==> src/rtl/regfile_pkg.sv <==
// regfile_pkg: shared clear-state enum and default widths for the register file
package regfile_pkg;
    typedef enum logic {IDLE, CLEAR} clr_state_e;
    localparam int DATA_W_DEF = 32;
    localparam int ADDR_W_DEF = 5;
endpackage

==> src/rtl/regfile_clr_seq.sv <==
// regfile_clr_seq: bulk-clear sequencer sweeping every entry once per clear
module regfile_clr_seq
    import regfile_pkg::*;
#(
    parameter int ADDR_W = ADDR_W_DEF
) (
    input  logic              clk,
    input  logic              rst,
    input  logic              clr_req,
    output logic              busy,
    output logic              clr_done,
    output logic [ADDR_W-1:0] clr_addr,
    output logic              clr_we
);
    localparam logic [ADDR_W-1:0] LAST = '1;
    clr_state_e        state, nxt;
    logic [ADDR_W-1:0] cnt;
    always_ff @(posedge clk) begin
        if (rst) begin
            state    <= CLEAR;
            cnt      <= '0;
            clr_done <= 1'b0;
        end else begin
            state    <= nxt;
            cnt      <= (state == CLEAR) ? cnt + 1'b1 : '0;
            clr_done <= (state == CLEAR) && (cnt == LAST);
        end
    end
    always_comb begin
        nxt = (state == IDLE) ? (clr_req ? CLEAR : IDLE) : ((cnt == LAST) ? IDLE : CLEAR);
    end
    // busy covers the reset cycles themselves, before the state register settles
    assign busy     = rst || (state == CLEAR);
    assign clr_we   = !rst && (state == CLEAR);
    assign clr_addr = cnt;
endmodule

==> src/rtl/regfile_mp.sv <==
// regfile_mp: multi-read, dual-write register file with forwarding and bulk clear
module regfile_mp
    import regfile_pkg::*;
#(
    parameter int DATA_W  = DATA_W_DEF,
    parameter int ADDR_W  = ADDR_W_DEF,
    parameter int N_RD    = 2,
    parameter int ZERO_R0 = 1,
    parameter int BYPASS  = 1
) (
    input  logic                   clk,
    input  logic                   rst,
    input  logic [N_RD*ADDR_W-1:0] rs_addr,
    output logic [N_RD*DATA_W-1:0] rv,
    input  logic                   wa_en,
    input  logic [ADDR_W-1:0]      wa_addr,
    input  logic [DATA_W-1:0]      wa_data,
    input  logic                   wb_en,
    input  logic [ADDR_W-1:0]      wb_addr,
    input  logic [DATA_W-1:0]      wb_data,
    input  logic                   clr_req,
    output logic                   busy,
    output logic                   clr_done
);
    localparam int DEPTH = 2 ** ADDR_W;
    logic [DATA_W-1:0] mem [DEPTH];
    logic [ADDR_W-1:0] clr_addr;
    logic              clr_we, wa_ok, wb_ok;
    regfile_clr_seq #(.ADDR_W(ADDR_W)) u_clr (
        .clk     (clk),
        .rst     (rst),
        .clr_req (clr_req),
        .busy    (busy),
        .clr_done(clr_done),
        .clr_addr(clr_addr),
        .clr_we  (clr_we)
    );
    assign wa_ok = wa_en && !busy && !(ZERO_R0 != 0 && wa_addr == '0);
    assign wb_ok = wb_en && !busy && !(ZERO_R0 != 0 && wb_addr == '0);
    // B is written last so it wins on an address collision
    always_ff @(posedge clk) begin
        if (clr_we) begin
            mem[clr_addr] <= '0;
        end else begin
            if (wa_ok) mem[wa_addr] <= wa_data;
            if (wb_ok) mem[wb_addr] <= wb_data;
        end
    end
    for (genvar k = 0; k < N_RD; k++) begin : g_rd
        logic [ADDR_W-1:0] a;
        assign a = rs_addr[k*ADDR_W +: ADDR_W];
        assign rv[k*DATA_W +: DATA_W] =
            (busy || (ZERO_R0 != 0 && a == '0))      ? '0 :
            (BYPASS != 0 && wb_ok && wb_addr == a)    ? wb_data :
            (BYPASS != 0 && wa_ok && wa_addr == a)    ? wa_data :
                                                        mem[a];
    end
endmodule

==> config.mk <==
export PLATFORM = sky130hd
export DESIGN_NAME = regfile_mp
export DESIGN_NICKNAME = d
export VERILOG_FILES = /design/src/rtl/regfile_pkg.sv /design/src/rtl/regfile_clr_seq.sv /design/src/rtl/regfile_mp.sv
export SDC_FILE = /design/constraint.sdc
export NUM_CORES = 2
export LEC_CHECK = 0
export BUFFER_PORTS_ARGS = -buffer_cell sky130_fd_sc_hd__buf_2
export CAP_MARGIN = 20
export CELL_PAD_IN_SITES_DETAIL_PLACEMENT = 0
export CELL_PAD_IN_SITES_GLOBAL_PLACEMENT = 1
export CORE_MARGIN = 2
export CORE_UTILIZATION = 42
export DETAILED_ROUTE_END_ITERATION = 10
export PLACE_DENSITY = 0.74
export SYNTH_ARGS = -nofsm -noshare
export SYNTH_HDL_FRONTEND = slang
export SYNTH_SLANG_ARGS = --single-unit
==> constraint.sdc <==
create_clock -name clk -period 6.2 [get_ports clk]
set_input_delay 0.62 -clock clk [delete_from_list [all_inputs] [get_ports clk]]
set_output_delay 0.62 -clock clk [all_outputs]
set_load 0.02 [all_outputs]
==> results.sh <==
export IMPL_synth_cell_types=55
export IMPL_cp_end_kind="primary output"
export IMPL_fin_worst_skew_ps=27.8
export IMPL_die_area_um2=146000
export IMPL_yosysSeqAreaShare_pct=51.3
export IMPL_gp_congestion=0.911
export IMPL_postRouteAntennaNets=0
export IMPL_fmax_ghz=0.212
export IMPL_grt_max_degree=92
export IMPL_clock_sinks=1031
export IMPL_final_common_cell="nand2_1"
export IMPL_final_setup_viol_count=0
export IMPL_drive_above_1_share_pct=13.6
export IMPL_routed_via_density=6.50
export IMPL_yosysWarnings=0
export IMPL_syn_area_per_cell_um2=10.6
export IMPL_h_tree_depth=3
export IMPL_synth_nets=5770
export IMPL_drt_initial_drc_count=6918
export IMPL_routed_via_count=48486
export IMPL_power_frac_comb_pct=7.9
export IMPL_status="finished, final reports clean"
export IMPL_syn_instance_count=5679
export IMPL_die_w_um=383
export IMPL_tightest_slew_ps=1200
export IMPL_p_leak_nw=24.8
export IMPL_criticalPathCategory="in2out"
export IMPL_switchingPower_mw=3.76
export IMPL_final_cell_mix="1103 x nand2_1, 1024 x edfxtp_1, 920 x o21ai_0, 812 x mux2i_1, 250 x o22ai_1"
export IMPL_insertion_delay_ps=740
export IMPL_p_int_mw=12.0
export IMPL_wl_um=237000
export IMPL_power_density_nw_per_um2=235
export IMPL_cts_resized=0
export IMPL_io_buffers=154
export IMPL_postCtsSetupBuffers=0
export IMPL_required_ps=5580
export IMPL_area_growth_pct=11.1
export IMPL_synth_edf_count=1024
export IMPL_ys_ff_latch=1031
export IMPL_min_period_ps=4720
export IMPL_grt_pass1_wl_um=334000
export IMPL_num_rows=138
export IMPL_sequentialPowerShare_pct=48.4
export IMPL_relSlewSlack_pct=20.2
export IMPL_slew_viol_final=0
export IMPL_ys_flop_type="edfxtp_1"
export IMPL_nNetsFinal=5559
export IMPL_grt_pass1_vias=46092
export IMPL_initial_core_util_pct=42.4
export IMPL_cts_root_buf="clkbuf_16"
export IMPL_async_flop_share_pct=0
export IMPL_cp_arrival_ps=4100
export IMPL_start_kind="input pin"
export IMPL_overflow=0
export IMPL_hold_buffers=0
export IMPL_die_h_um=383
export IMPL_hpwlAfterDp_um=140000
export IMPL_synth_area_um2=60200
export IMPL_grtUsageTotal_pct=31.7
export IMPL_routedWlPerCell_um=31.8
export IMPL_cts_tree="built"
export IMPL_power_mw=15.7
export IMPL_finalHoldViolCount=0
export IMPL_clockPowerShare_pct=43.7
export IMPL_cap_violations=0
export IMPL_drc=0
export IMPL_coreArea_um2=142000
export IMPL_rsz0062_at_grt="no"
export IMPL_cts_buffer_depth=3
export IMPL_timing_final_crit_share_pct=76.1
export IMPL_switching_share_pct=23.9
export IMPL_io_pins=155
export IMPL_numCtsBuffers=110
export IMPL_finalSetupTns_ps=0
export IMPL_dr_pass1_iters=6
export IMPL_hold_class="in2reg"
export IMPL_path_clk_slew_ps=60
export IMPL_antenna_found_initial=12
export IMPL_crit_fanout=34
export IMPL_vdd_ir_drop_worst_mv=0.215
flip-flops by register name (all words and copies together), names as in the netlist:
name            flops
mem              1024
u_clr.state         1
u_clr.clr_done      1
u_clr.clr_addr      5
per-layer routing:
| layer | global-route usage [%] | up-vias | part of all wire, % |
|---|---|---|---|
| met3 | 7.31 | 762 | 13 |
| met1 | 40.8 | 23483 | 36 |
| met5 | 0 | - | 0.025 |
| met2 | 49.4 | 3393 | 45 |
| li1 | - | 20838 | - |
| met4 | 17.4 | 10 | 6.1 |
worst paths after layout:
kind,end,startpoint,cells past startpoint,slack (ps)
setup / recovery,rv[56],rs_addr[5],9,1480
hold / removal,u_clr.state$_SDFF_PP1_,clr_req,3,110
setup reg to reg,mem[30][31]$_DFFE_PP_,u_clr.state$_SDFF_PP1_,5,2310
hold reg to reg,u_clr.clr_addr[0]$_SDFF_PN0_,u_clr.clr_addr[0]$_SDFF_PN0_,1,500
power groups by stage:
stage / combinational [mW] / clock, mW / sequential (mW)
global placement: 1.19 / 0 / 7.75
global route: 1.26 / 7.15 / 7.61
detailed placement: 1.20 / 0 / 7.75
finish: 1.24 / 6.88 / 7.61
floorplan: 0.740 / 0 / 7.75
CTS: 1.20 / 6.89 / 7.61
stage by stage:
step / utilization, % / std cells / cell area, um^2 / hold slack [ps] / setup slack [ps]
after global placement: 44.3 / 7223 / 62900 / 472 / 1440
after global routing: 47.1 / 7453 / 66900 / 168 / 1470
after CTS: 47.0 / 7441 / 66700 / 78.9 / 1420
after detailed placement: 44.4 / 7234 / 63100 / 475 / 1500
after floorplan: - / 5679 / 60200 / 441 / 1980
final: 47.2 / 7459 / 66900 / 107 / 1480
cells by family (layout without fill, tap and decap cells):
family / count (synthesis) / after routing / share of synthesized area [%]
other: 0 / 6 / 0
buffers and inverters: 718 / 602 / 4.88
xor gates and xnor gates: 22 / 22 / 0.320
muxes: 952 / 952 / 18.7
and+or+nand+nor: 1347 / 1347 / 9.47
AOI/OAI and AO/OA: 1607 / 1607 / 15.3
adders and majority gates: 2 / 2 / 0.0415
DFF: 1031 / 1031 / 51.3
critical path: stages:
cell and delay [ps]:
buf_4 420, buf_4 800, and2_2 1090, buf_4 300, nand2_1 60, nand3_1 90
o211a_1 260, o21ai_0 140, buf_2 230
area by class of cell:
| cell class | count | area [um^2] |
|---|---|---|
| flip-flops and latches | 1031 | 30900 |
| repair buffers | 360 | 2690 |
| well taps | 1890 | 2360 |
| diodes | 6 | 15.0 |
| inverters | 35 | 131 |
| clock inverters | 69 | 752 |
| fillers | 12696 | 75000 |
| clock buffers | 138 | 2900 |
| multi-input cells | 3930 | 27200 |
cell usage after synthesis, types with 25 or more instances:
cell      count  area [um^2]
a21oi_1      62          310
a22oi_1      64          480
a32oi_1      62          543
buf_1        43          161
buf_2       107          536
buf_4        25          188
clkbuf_1    506         1900
edfxtp_1   1024        30700
inv_1        35          131
mux2i_1     812         8130
mux4_2      140         3150
nand2_1    1103         4140
nand3_1      72          360
nor2_1       32          120
nor4_1       63          394
o211a_1      63          631
o21ai_0     920         4600
o21ai_1     138          691
o22ai_1     277         1730
Note: power is estimated with default switching activity, not from simulation.
